<file path="config.mk">
export PLATFORM = sky130hd
export DESIGN_NAME = zeta_table_gen_flat
export DESIGN_NICKNAME = d
export VERILOG_FILES = /design/src/rtl/zeta_table_gen_if.sv /design/src/rtl/zeta_table_gen.sv /design/src/flat_wrapper.sv
export SDC_FILE = /design/constraint.sdc
export NUM_CORES = 1
export LEC_CHECK = 0
export CAP_MARGIN = 40
export CORE_MARGIN = 2
export CORE_UTILIZATION = 39
export CTS_CLUSTER_DIAMETER = 100
export DETAILED_ROUTE_END_ITERATION = 10
export PLACE_DENSITY = 0.85
export SYNTH_ARGS = -nofsm -noshare
export SYNTH_HDL_FRONTEND = slang
export SYNTH_SLANG_ARGS = --single-unit
</file>
<file path="constraint.sdc">
create_clock -name clk -period 1.6 [get_ports clk]
set_input_delay 0.32 -clock clk [delete_from_list [all_inputs] [get_ports clk]]
set_output_delay 0.32 -clock clk [all_outputs]
set_load 0.01 [all_outputs]
</file>
<file path="src/rtl/zeta_table_gen_if.sv">
// gpow request/response and twiddle-RAM write port between the table generator and its neighbours.
// master = table generator side; slave = gpow unit and twiddle memory side.
interface zeta_table_gen_if #(
  parameter int WIDTH = 24,
  parameter int LOGN  = 8
);
  logic             gp_start;
  logic [WIDTH-1:0] gp_a;
  logic [WIDTH-1:0] gp_b;
  logic             gp_done;
  logic             gp_busy;
  logic [WIDTH-1:0] gp_res;
  logic             wr_en;
  logic [LOGN-1:0]  wr_addr;
  logic [WIDTH-1:0] wr_data;

  modport master (
    output gp_start, gp_a, gp_b, wr_en, wr_addr, wr_data,
    input  gp_done, gp_busy, gp_res
  );

  modport slave (
    input  gp_start, gp_a, gp_b, wr_en, wr_addr, wr_data,
    output gp_done, gp_busy, gp_res
  );
endinterface

</file>
<file path="src/rtl/zeta_table_gen.sv">
// Fills the twiddle RAM with ZETA^e(k) mod Q, one gpow request per entry (gpow latency + 3 cycles each).
// Stalls on the gpow start/done level handshake; abort drains gpow before returning to idle.
module zeta_table_gen #(
  parameter int WIDTH  = 24,
  parameter int LOGN   = 8,
  parameter int ZETA   = 1753,
  parameter int BITREV = 1
) (
  input  logic clk,
  input  logic rst,
  input  logic start,
  input  logic abort,
  output logic busy,
  output logic done,
  output logic aborted,
  zeta_table_gen_if.master bus
);

  typedef enum logic [2:0] {
    S_IDLE, S_REQ, S_WAIT, S_WRITE, S_RELEASE, S_FINISH, S_DRAIN
  } state_t;

  state_t           state, state_nxt;
  logic [LOGN-1:0]  k, k_nxt;
  logic             busy_nxt, done_nxt, aborted_nxt;
  logic             gp_start, gp_start_nxt;
  logic [WIDTH-1:0] gp_b, gp_b_nxt;
  logic             wr_en, wr_en_nxt;
  logic [LOGN-1:0]  wr_addr, wr_addr_nxt;
  logic [WIDTH-1:0] wr_data, wr_data_nxt;

  function automatic logic [LOGN-1:0] exp_of(input logic [LOGN-1:0] idx);
    logic [LOGN-1:0] r;
    r = idx;
    if (BITREV != 0) begin
      for (int b = 0; b < LOGN; b++) r[b] = idx[LOGN-1-b];
    end
    return r;
  endfunction

  always_comb begin
    state_nxt    = state;
    k_nxt        = k;
    busy_nxt     = busy;
    done_nxt     = 1'b0;
    aborted_nxt  = 1'b0;
    gp_start_nxt = gp_start;
    gp_b_nxt     = gp_b;
    wr_en_nxt    = 1'b0;
    wr_addr_nxt  = wr_addr;
    wr_data_nxt  = wr_data;

    unique case (state)
      S_IDLE: begin
        // gp_done still high means gpow has not released the previous request yet
        if (start && !bus.gp_done) begin
          k_nxt     = '0;
          busy_nxt  = 1'b1;
          state_nxt = S_REQ;
        end
      end
      S_REQ: begin
        if (abort) begin
          gp_start_nxt = 1'b0;
          state_nxt    = S_DRAIN;
        end else begin
          gp_b_nxt     = WIDTH'(exp_of(k));
          gp_start_nxt = 1'b1;
          state_nxt    = S_WAIT;
        end
      end
      S_WAIT: begin
        if (abort) begin
          gp_start_nxt = 1'b0;
          state_nxt    = S_DRAIN;
        end else if (bus.gp_done) begin
          state_nxt = S_WRITE;
        end
      end
      S_WRITE: begin
        gp_start_nxt = 1'b0;
        if (abort) begin
          state_nxt = S_DRAIN;
        end else begin
          wr_en_nxt   = 1'b1;
          wr_addr_nxt = k;
          wr_data_nxt = bus.gp_res;
          state_nxt   = S_RELEASE;
        end
      end
      S_RELEASE: begin
        if (abort) begin
          state_nxt = S_DRAIN;
        end else if (!bus.gp_done) begin
          if (&k) begin
            state_nxt = S_FINISH;
          end else begin
            k_nxt     = k + 1'b1;
            state_nxt = S_REQ;
          end
        end
      end
      S_FINISH: begin
        done_nxt  = 1'b1;
        busy_nxt  = 1'b0;
        state_nxt = S_IDLE;
      end
      S_DRAIN: begin
        if (!bus.gp_done && !bus.gp_busy) begin
          aborted_nxt = 1'b1;
          busy_nxt    = 1'b0;
          state_nxt   = S_IDLE;
        end
      end
      default: state_nxt = S_IDLE;
    endcase
  end

  always_ff @(posedge clk or posedge rst) begin
    if (rst) begin
      state    <= S_IDLE;
      k        <= '0;
      busy     <= 1'b0;
      done     <= 1'b0;
      aborted  <= 1'b0;
      gp_start <= 1'b0;
      gp_b     <= '0;
      wr_en    <= 1'b0;
      wr_addr  <= '0;
      wr_data  <= '0;
    end else begin
      state    <= state_nxt;
      k        <= k_nxt;
      busy     <= busy_nxt;
      done     <= done_nxt;
      aborted  <= aborted_nxt;
      gp_start <= gp_start_nxt;
      gp_b     <= gp_b_nxt;
      wr_en    <= wr_en_nxt;
      wr_addr  <= wr_addr_nxt;
      wr_data  <= wr_data_nxt;
    end
  end

  assign bus.gp_start = gp_start;
  assign bus.gp_a     = WIDTH'(ZETA);
  assign bus.gp_b     = gp_b;
  assign bus.wr_en    = wr_en;
  assign bus.wr_addr  = wr_addr;
  assign bus.wr_data  = wr_data;

endmodule

</file>
<file path="src/flat_wrapper.sv">
// flat-port wrapper written by rule: the top's interface ports become plain ports
module zeta_table_gen_flat 
#(
  parameter int WIDTH  = 24,
  parameter int LOGN   = 8,
  parameter int ZETA   = 1753,
  parameter int BITREV = 1
)
  (clk, rst, start, abort, busy, done, aborted, bus_gp_start, bus_gp_a, bus_gp_b, bus_wr_en, bus_wr_addr, bus_wr_data, bus_gp_done, bus_gp_busy, bus_gp_res);
  zeta_table_gen_if #(.WIDTH(WIDTH), .LOGN(LOGN)) bus_i ();
  input  logic clk;
  input  logic rst;
  input  logic start;
  input  logic abort;
  output logic busy;
  output logic done;
  output logic aborted;
  output wire logic [$bits(bus_i.gp_start)-1:0] bus_gp_start;
  output wire logic [$bits(bus_i.gp_a)-1:0] bus_gp_a;
  output wire logic [$bits(bus_i.gp_b)-1:0] bus_gp_b;
  output wire logic [$bits(bus_i.wr_en)-1:0] bus_wr_en;
  output wire logic [$bits(bus_i.wr_addr)-1:0] bus_wr_addr;
  output wire logic [$bits(bus_i.wr_data)-1:0] bus_wr_data;
  input wire logic [$bits(bus_i.gp_done)-1:0] bus_gp_done;
  input wire logic [$bits(bus_i.gp_busy)-1:0] bus_gp_busy;
  input wire logic [$bits(bus_i.gp_res)-1:0] bus_gp_res;
  assign bus_gp_start = bus_i.gp_start;
  assign bus_gp_a = bus_i.gp_a;
  assign bus_gp_b = bus_i.gp_b;
  assign bus_wr_en = bus_i.wr_en;
  assign bus_wr_addr = bus_i.wr_addr;
  assign bus_wr_data = bus_i.wr_data;
  assign bus_i.gp_done = bus_gp_done;
  assign bus_i.gp_busy = bus_gp_busy;
  assign bus_i.gp_res = bus_gp_res;
  zeta_table_gen #(.WIDTH(WIDTH), .LOGN(LOGN), .ZETA(ZETA), .BITREV(BITREV)) u_core (.clk(clk), .rst(rst), .start(start), .abort(abort), .busy(busy), .done(done), .aborted(aborted), .bus(bus_i));
endmodule
</file>
==> metrics.log, run 1 <==
[metrics] launching element type of the critical path: flip-flop
[metrics] static leakage: 1.81 nW
[metrics] fillers: 557
[metrics] worst voltage drop across the vdd grid: 450 uV
[metrics] Layout Area Growth over Synthesis: 41.5%
[metrics] stages on the worst setup path: 5
[metrics] # DRC: 0
[metrics] cell row count: 30
[metrics] number of enable flip-flop cells after synthesis: 0
[metrics] placed cells: 416
[metrics] mapped cell area: 0.00274 sq mm
[metrics] critical path's largest stage delay: 0.53 ns
[metrics] clock-pin slew on the worst setup and hold paths: 0.09 ns
[metrics] Routed wire per std cell: 13.5 microns
[metrics] list of cells traversed by the critical path: ha_2 -> nand4_1 -> o211ai_4 -> or4_1 -> nand2_1
[metrics] final std cells w/o fill: 430
[metrics] combined area of the multi-input logic cells: 0.00116 sq mm
[metrics] placeable core area: 0.00679 sq mm
[metrics] Num CTS Buffers: 5
[metrics] number of clock sinks seen by CTS: 56
[metrics] final critical delay including setup and external delays: 1.61 ns
[metrics] violations in the final reports: setup timing
[metrics] routability cong.: 0.905
[metrics] Post-DP HPWL: 4.22 mm
[metrics] area taken by flip-flops and latches: 0.00141 sq mm
[metrics] antenna violations before repair: 0
[metrics] status: finished, violations left
[metrics] setup repair after global routing missed its margin: true
[metrics] proportion of synthesized flip-flops having asynchronous set or reset: 1.00
[metrics] number of distinct library cells after synthesis: 41
[metrics] number of hold buffers added after cts: 0
[metrics] routed via count: 2010
[metrics] buffers from clock root to sink, at most: 2
[metrics] Critical Path Sink Type: flip-flop
[metrics] sum of negative setup slack: -0.0540 ns
[metrics] share of the yosys chip area belonging to registers: 0.511
[metrics] Die X: 87.9 microns
[metrics] effective utilization at floorplan: 0.404
[metrics] number of max-slew violations in the final report: 0
[metrics] number of cells on the worst reg-to-reg path: 5
[metrics] arrival time worst endpoint: 1.86 ns
[metrics] CTS tree: built
[metrics] worst skew pair latency: 0.31 ns
[metrics] Final Net Count: 364
[metrics] first-pass iteration count of the detailed router: 4
[metrics] die outline area: 0.00772 sq mm
[metrics] Layout Skew: 0.00684 ns
[metrics] Max Cap Violations: 0
[metrics] slack of the critical path: -0.0141 ns
[metrics] maximum number of pins on one net before global-route repair: 23
[metrics] commonest register cell after synthesis: sky130_fd_sc_hd__dfrtp_1
[metrics] total track usage: 0.147
[metrics] Top delay family on crit path: simple AND/OR/NAND/NOR gates
[metrics] Setup CP Type: reg2reg
[metrics] Tightest Hold Check Type: in2async
[metrics] yosys synthesis warning count: 0
[metrics] data required time at the worst endpoint: 1.85 ns
[metrics] final count of negative-setup-slack endpoints: 5
[metrics] number of inserted diodes: 0
[metrics] number of buffers added on ports: 74
[metrics] Routed WL: 5.80 mm
[metrics] boundary pin count: 115
[metrics] Critical Path Fanout Max: 5
[metrics] cell with the largest stage delay on the worst path: sky130_fd_sc_hd__or4_1
[metrics] detail-routed via count per cell: 4.67
[metrics] Highest Clock Rate: 0.620 GHz
[metrics] chip height: 87.9 microns
[metrics] Root Driver: sky130_fd_sc_hd__clkbuf_8
[metrics] GRT overflow: 0
[metrics] P per Cell Area: 1450 mW/mm^2
[metrics] CP Buf/Inv Count: 0
[metrics] average instance area after synthesis: 11.8 sq um
[metrics] global-route wire length before repair: 8.93 mm
[metrics] post-route antenna net violation count: 0
[metrics] number of DRC markers after the initial detailed-route iteration: 80
[metrics] synthesized instance count: 232
[metrics] H-tree depth reported by CTS: 2
[metrics] final core area utilization: 0.571
[metrics] #FFs+latches synth: 56
[metrics] final critical-path share of the clock period: 1.01
[metrics] fraction of final layout cells sized beyond drive strength 1: 0.290
[metrics] number of global-route vias before repair: 1936
[metrics] Hold Fails Final Rpt: 0
[worst reg2reg max path, delay by kind of cell, from the launching register on]
| family | cells | cell delay (ns) |
|---|---|---|
| AND/OR/NAND/NOR | 3 | 0.81 |
| AO/OA/AOI/OAI | 1 | 0.15 |
| flip-flops | 1 | 0.41 |
| adder cells (fa/ha/maj) | 1 | 0.19 |
[worst paths after layout]
path                                                start                            endpoint  slack [ns]
setup / recovery                  u_core.k[0]$_DFFE_PP0P_             u_core.k[3]$_DFFE_PP0P_       -0.01
hold / removal                                        rst  u_core.bus.wr_data[17]$_DFFE_PP0P_        0.36
setup reg to reg                  u_core.k[0]$_DFFE_PP0P_             u_core.k[3]$_DFFE_PP0P_       -0.01
hold reg to reg            u_core.bus.gp_b[4]$_DFFE_PP0P_      u_core.bus.gp_b[4]$_DFFE_PP0P_        0.51
max in group asynchronous                             rst         u_core.state[0]$_DFFE_PP0P_        0.79
min in group clk           u_core.bus.gp_b[4]$_DFFE_PP0P_      u_core.bus.gp_b[4]$_DFFE_PP0P_        0.51
[placed cells by master (no fill, tap or decap), types with 3 or more instances in the layout]
master,n
sky130_fd_sc_hd__buf_12,5
sky130_fd_sc_hd__nor2_1,8
sky130_fd_sc_hd__clkdlybuf4s50_1,70
sky130_fd_sc_hd__o211ai_1,4
sky130_fd_sc_hd__nand2_1,8
sky130_fd_sc_hd__dlymetal6s2s_1,4
sky130_fd_sc_hd__dfrtp_1,53
sky130_fd_sc_hd__dfrtp_2,3
sky130_fd_sc_hd__mux2_2,40
sky130_fd_sc_hd__clkbuf_8,5
sky130_fd_sc_hd__o21ai_0,5
sky130_fd_sc_hd__nand3_1,10
sky130_fd_sc_hd__buf_4,26
sky130_fd_sc_hd__or4_1,4
sky130_fd_sc_hd__conb_1,40
[cell usage after synthesis (all sizes together) (2+ instances only)]
master	instances	share of area
nand2b	2	0.0046
dfrtp	56	0.51
and3	3	0.0068
o21ai	7	0.013
nor3	2	0.0036
buf	48	0.13
inv	4	0.0055
a21o	2	0.0055
nor4	2	0.010
conb	2	0.0027
nor2	9	0.012
or4	5	0.014
nand2	9	0.012
clkbuf	4	0.0055
o211ai	5	0.016
nor3b	2	0.0096
nand3	10	0.018
a21oi	2	0.0036
mux2	40	0.16
nand4	2	0.0046
[state kept, by name, summed over array words and instances, names as in the netlist]
| name | count |
|---|---|
| u_core.state | 3 |
| u_core.bus.wr_data | 24 |
| u_core.done | 1 |
| u_core.bus.wr_addr | 8 |
| u_core.bus.gp_start | 1 |
| u_core.aborted | 1 |
| u_core.bus.gp_b | 8 |
| u_core.busy | 1 |
| u_core.k | 8 |
| u_core.bus.wr_en | 1 |
[repair_timing]
action                     in CTS  in global routing
setup buffers                   2                  3
pin swaps                       2                 12
gates resized for setup         6                 13
cloned                          0                  1
setup endpoints to repair      39                 29
[final cells by class]
class,count,share of cell area
Sequential cell,56,0.362
Clock buffer,6,0.0187
Tap cell,96,0.0310
Inverter,4,0.00484
Multi-Input combinational cell,159,0.299
Clock inverter,2,0.00903
Timing Repair Buffer,107,0.275
[metal layers]
layer  global-route usage  part of all wire  up-vias
li1                     -                 -      936
met1                0.173              0.41      980
met2                0.260              0.50       87
met3               0.0434             0.076        7
met4               0.0476             0.013        0
met5                    0                 0        -
[report_power, final]
part           total [W]  switching, W  internal (W)
logic            0.00255       0.00101       0.00154
registers        0.00216      0.000280       0.00188
clock network   0.000900      0.000435      0.000465
total            0.00561       0.00172       0.00389
[metrics by stage]
step | hold WS [ns] | total power (W) | worst slack [ns] | instance area, sq um
detailed placement | 0.495 | 0.00464 | -0.343 | 3670
global placement | 0.490 | 0.00456 | -0.287 | 3670
floorplan | 0.400 | 0.00341 | 0.0124 | 2910
finish | 0.364 | 0.00561 | -0.0141 | 3880
global route | 0.376 | 0.00596 | -0.0840 | 3880
CTS | 0.367 | 0.00560 | -0.0168 | 3810
[cell families after synthesis]
group           Yosys count  share of synthesized area
simple gates             49                      0.105
buf+inv                  56                      0.136
flops                    56                      0.511
compound gates           26                     0.0693
mux                      41                      0.168
other cells               2                    0.00274
fa+ha+maj                 2                    0.00821
(Power assumes the default switching activity.)
==> inputs of run 2 (changes only) <==
Settings changed: CELL_PAD_IN_SITES_DETAIL_PLACEMENT set to 1, CELL_PAD_IN_SITES_GLOBAL_PLACEMENT set to 1, CORE_UTILIZATION 39 to 29, PLACE_DENSITY 0.85 to 0.84.
==> run 2 against run 1 <==
Net effect:
- final cell count grew 4.4%
- global-route usage shrank 1.4 points
- setup slack lost 0.032 ns
- total power grew 0.80%
- wire length grew 23%
- via count grew 3.7%
- highest routed layer unchanged
- the flow still finishes with violations (setup timing)
- critical path depth shrank 1
- core utilization shrank 14 points
- critical path type unchanged
==> metrics.log, run 2 (synthesis gave the netlist of run 1 again) <==
[metrics] die outline area: 0.0103 sq mm (+33%)
[metrics] sum of negative setup slack: -0.0756 ns (-0.0216 ns)
[metrics] Highest Clock Rate: 0.607 GHz (-2.0%)
[metrics] Setup CP Type: reg2reg
[metrics] register-to-register path setup slack: -0.05 ns (-0.03 ns)
[metrics] sequential power share: 0.385 (about the same)
[metrics] critical path's largest stage delay: 0.50 ns (-0.03 ns)
[metrics] # DRC: 0 (unchanged)
[metrics] number of clock sinks seen by CTS: 56 (unchanged)
[metrics] switching power total: 0.00187 W (+8.4%)
[metrics] total track usage: 0.133 (-0.0144)
[metrics] global-route wire length before repair: 10.9 mm (+22%)
[metrics] H-tree depth reported by CTS: 2 (unchanged)
[metrics] proportion of total power due to net switching: 0.330 (+0.0232)
[metrics] post-route standard cell area excluding fillers: 0.00398 sq mm (+2.6%)
[metrics] number of flip-flops in the largest register: 24 (unchanged)
[metrics] final count of negative-setup-slack endpoints: 2 (-3)
[metrics] cell-internal power: 0.00379 W (-2.6%)
[metrics] Max Cap Violations: 0 (unchanged)
[metrics] post-route antenna net violation count: 0 (unchanged)
[metrics] most common cell after layout, fill and taps aside: sky130_fd_sc_hd__clkdlybuf4s50_1
[metrics] register ranked first by flip-flop count: u_core.bus.wr_data
[metrics] fraction of final layout cells sized beyond drive strength 1: 0.305 (+0.0143)
[metrics] number of inserted diodes: 0 (unchanged)
[metrics] Top delay family on crit path: simple AND/OR/NAND/NOR gates
[metrics] Critical Path Sink Type: flip-flop
[metrics] P per Cell Area: 1420 mW/mm^2 (-1.7%)
[metrics] buffers from clock root to sink, at most: 2 (unchanged)
[metrics] fillers: 1004 (+80%)
[metrics] Layout Skew: 0.00919 ns (+0.00235 ns)
[metrics] Clk network pwr share: 0.149 (-0.011)
[metrics] number of max-slew violations in the final report: 0 (unchanged)
[metrics] cell row count: 35 (+17%)
[metrics] static leakage: 1.96 nW (+8.6%)
[metrics] status: finished, violations left
[metrics] number of global-route vias before repair: 2199 (+14%)
[metrics] Root Driver: sky130_fd_sc_hd__clkbuf_8
[metrics] Routed wire per std cell: 15.9 microns (+18%)
[metrics] antenna violations before repair: 0 (unchanged)
[metrics] maximum number of pins on one net before global-route repair: 34 (+48%)
[metrics] list of cells traversed by the critical path: nor3b_4 -> o211ai_2 -> or4_1 -> nand2_1
[metrics] Critical Path Fanout Max: 7 (+2)
[metrics] placeable core area: 0.00920 sq mm (+35%)
[metrics] reg-to-reg critical path endpoint: u_core.k[5]$_DFFE_PP0P_
[metrics] commonest cells after routing, fill and taps aside: sky130_fd_sc_hd__clkdlybuf4s50_1, sky130_fd_sc_hd__dfrtp_1, sky130_fd_sc_hd__conb_1, sky130_fd_sc_hd__mux2_2, sky130_fd_sc_hd__buf_4
[metrics] combined area of the multi-input logic cells: 0.00120 sq mm (+3.2%)
[metrics] chip height: 101 microns (+15%)
[metrics] routability cong.: 0.832 (-8.1%)
[metrics] routed via count: 2084 (+3.7%)
[metrics] startpoint of the lowest-slack register-to-register path: u_core.state[1]$_DFFE_PP0P_
[metrics] number of cells on the worst reg-to-reg path: 4 (-1)
[metrics] Die X: 101 microns (+15%)
[metrics] Tightest Hold Check Type: in2async
[metrics] slack of the critical path: -0.0464 ns (-0.0323 ns)
[metrics] clock-pin slew on the worst setup and hold paths: 0.11 ns (+0.02 ns)
[metrics] CTS tree: built
[metrics] number of DRC markers after the initial detailed-route iteration: 67 (-16%)
[metrics] Routed WL: 7.14 mm (+23%)
[metrics] final critical delay including setup and external delays: 1.65 ns (+0.0323 ns)
[metrics] effective utilization at floorplan: 0.298 (-0.105)
[metrics] Layout Area Growth over Synthesis: 45.1%
[metrics] pre-CTS setup slack: -0.339 ns (+0.00383 ns)
[metrics] post-detailed-placement cell area: 0.00370 sq mm (+0.78%)
[metrics] worst voltage drop across the vdd grid: 385 uV (-14%)
[metrics] arrival time worst endpoint: 1.90 ns (+0.04 ns)
[metrics] Num CTS Buffers: 5 (unchanged)
[metrics] boundary pin count: 115 (unchanged)
[metrics] final critical-path share of the clock period: 1.03 (+0.0202)
[metrics] setup repair after global routing missed its margin: true
[metrics] total power after layout: 0.00566 W (+0.80%)
[metrics] number of buffers added on ports: 74 (unchanged)
[metrics] part of the power in combinational logic: 0.466 (+0.012)
[metrics] launching element type of the critical path: flip-flop
[metrics] GRT overflow: 0 (unchanged)
[metrics] Final Net Count: 368 (+1.1%)
[metrics] worst skew pair latency: 0.31 ns (about the same)
[metrics] first-pass iteration count of the detailed router: 4 (unchanged)
[metrics] data required time at the worst endpoint: 1.86 ns (about the same)
[metrics] Post-DP HPWL: 5.01 mm (+19%)
[metrics] CP Buf/Inv Count: 0 (unchanged)
[metrics] area taken by flip-flops and latches: 0.00141 sq mm (unchanged)
[metrics] Hold Fails Final Rpt: 0 (unchanged)
[metrics] cell with the largest stage delay on the worst path: sky130_fd_sc_hd__or4_1
[metrics] violations in the final reports: setup timing
[metrics] detail-routed via count per cell: 4.64 (-0.71%)
[run 2: cell types whose count changed in the layout (fill, tap and decap cells not counted), moves of 4 or more]
cell | previous run | this run
sky130_fd_sc_hd__clkdlybuf4s50_1 | 70 | 62
sky130_fd_sc_hd__mux2_2 | 40 | 32
sky130_fd_sc_hd__buf_4 | 26 | 30
sky130_fd_sc_hd__mux2_4 | 0 | 8
sky130_fd_sc_hd__dlymetal6s2s_1 | 4 | 12
[run 2: area by class of cell]
cell class	instances	area share
multi-input cells	159	0.301
well taps	111	0.0349
repair buffers	111	0.282
inverters	4	0.00472
flip-flops and latches	56	0.353
clock inverters	2	0.00346
clock buffers	6	0.0207
[run 2: per-stage QoR]
stage | hold WS, ns | cells | utilization
detailed placement | 0.471 | 434 | 0.402
global placement | 0.470 | 434 | 0.402
global route | 0.349 | 449 | 0.433
CTS | 0.347 | 444 | 0.417
finish | 0.340 | 449 | 0.433
floorplan | 0.400 | 270 | -
[run 2: worst max-delay path by stage]
stage                     cells after the start                      end                        start
final                                         4  u_core.k[5]$_DFFE_PP0P_  u_core.state[1]$_DFFE_PP0P_
after global routing                          4  u_core.k[5]$_DFFE_PP0P_  u_core.state[0]$_DFFE_PP0P_
after CTS                                     5  u_core.k[6]$_DFFE_PP0P_      u_core.k[0]$_DFFE_PP0P_
after detailed placement                      5  u_core.k[5]$_DFFE_PP0P_                        abort
after global placement                        5  u_core.k[5]$_DFFE_PP0P_                        abort
after floorplan                               5  u_core.k[1]$_DFFE_PP0P_  u_core.state[1]$_DFFE_PP0P_
[run 2: repair_timing]
item / in CTS / in global routing
setup buffers: 2 / 3
pin swaps: 2 / 6
endpoints found under the setup margin: 18 / 59
hold buffers: 0 / 0
gates resized for setup: 7 / 30
cloned: 0 / 2
[run 2: power by group through the flow]
stage / Clock (W) / Sequential [W] / Combinational (W)
detailed placement: 0 / 0.00222 / 0.00245
finish: 0.000843 / 0.00218 / 0.00263
global route: 0.000932 / 0.00225 / 0.00283
CTS: 0.000872 / 0.00219 / 0.00252
global placement: 0 / 0.00217 / 0.00237
floorplan: 0 / 0.00236 / 0.00105
[run 2: per-layer routing]
| metal | track usage | up-vias | wire length [microns] |
|---|---|---|---|
| li1 | - | 945 | - |
| met1 | 0.152 | 1043 | 2930 |
| met2 | 0.241 | 84 | 3660 |
| met3 | 0.0331 | 12 | 431 |
| met4 | 0.0457 | 0 | 123 |
| met5 | 0 | - | 0 |
[run 2: worst reg2reg max path, cell delays in order, from the launching register on]
cell	delay, ns
sky130_fd_sc_hd__dfrtp_2	0.49
sky130_fd_sc_hd__nor3b_4	0.30
sky130_fd_sc_hd__o211ai_2	0.22
sky130_fd_sc_hd__or4_1	0.50
sky130_fd_sc_hd__nand2_1	0.09
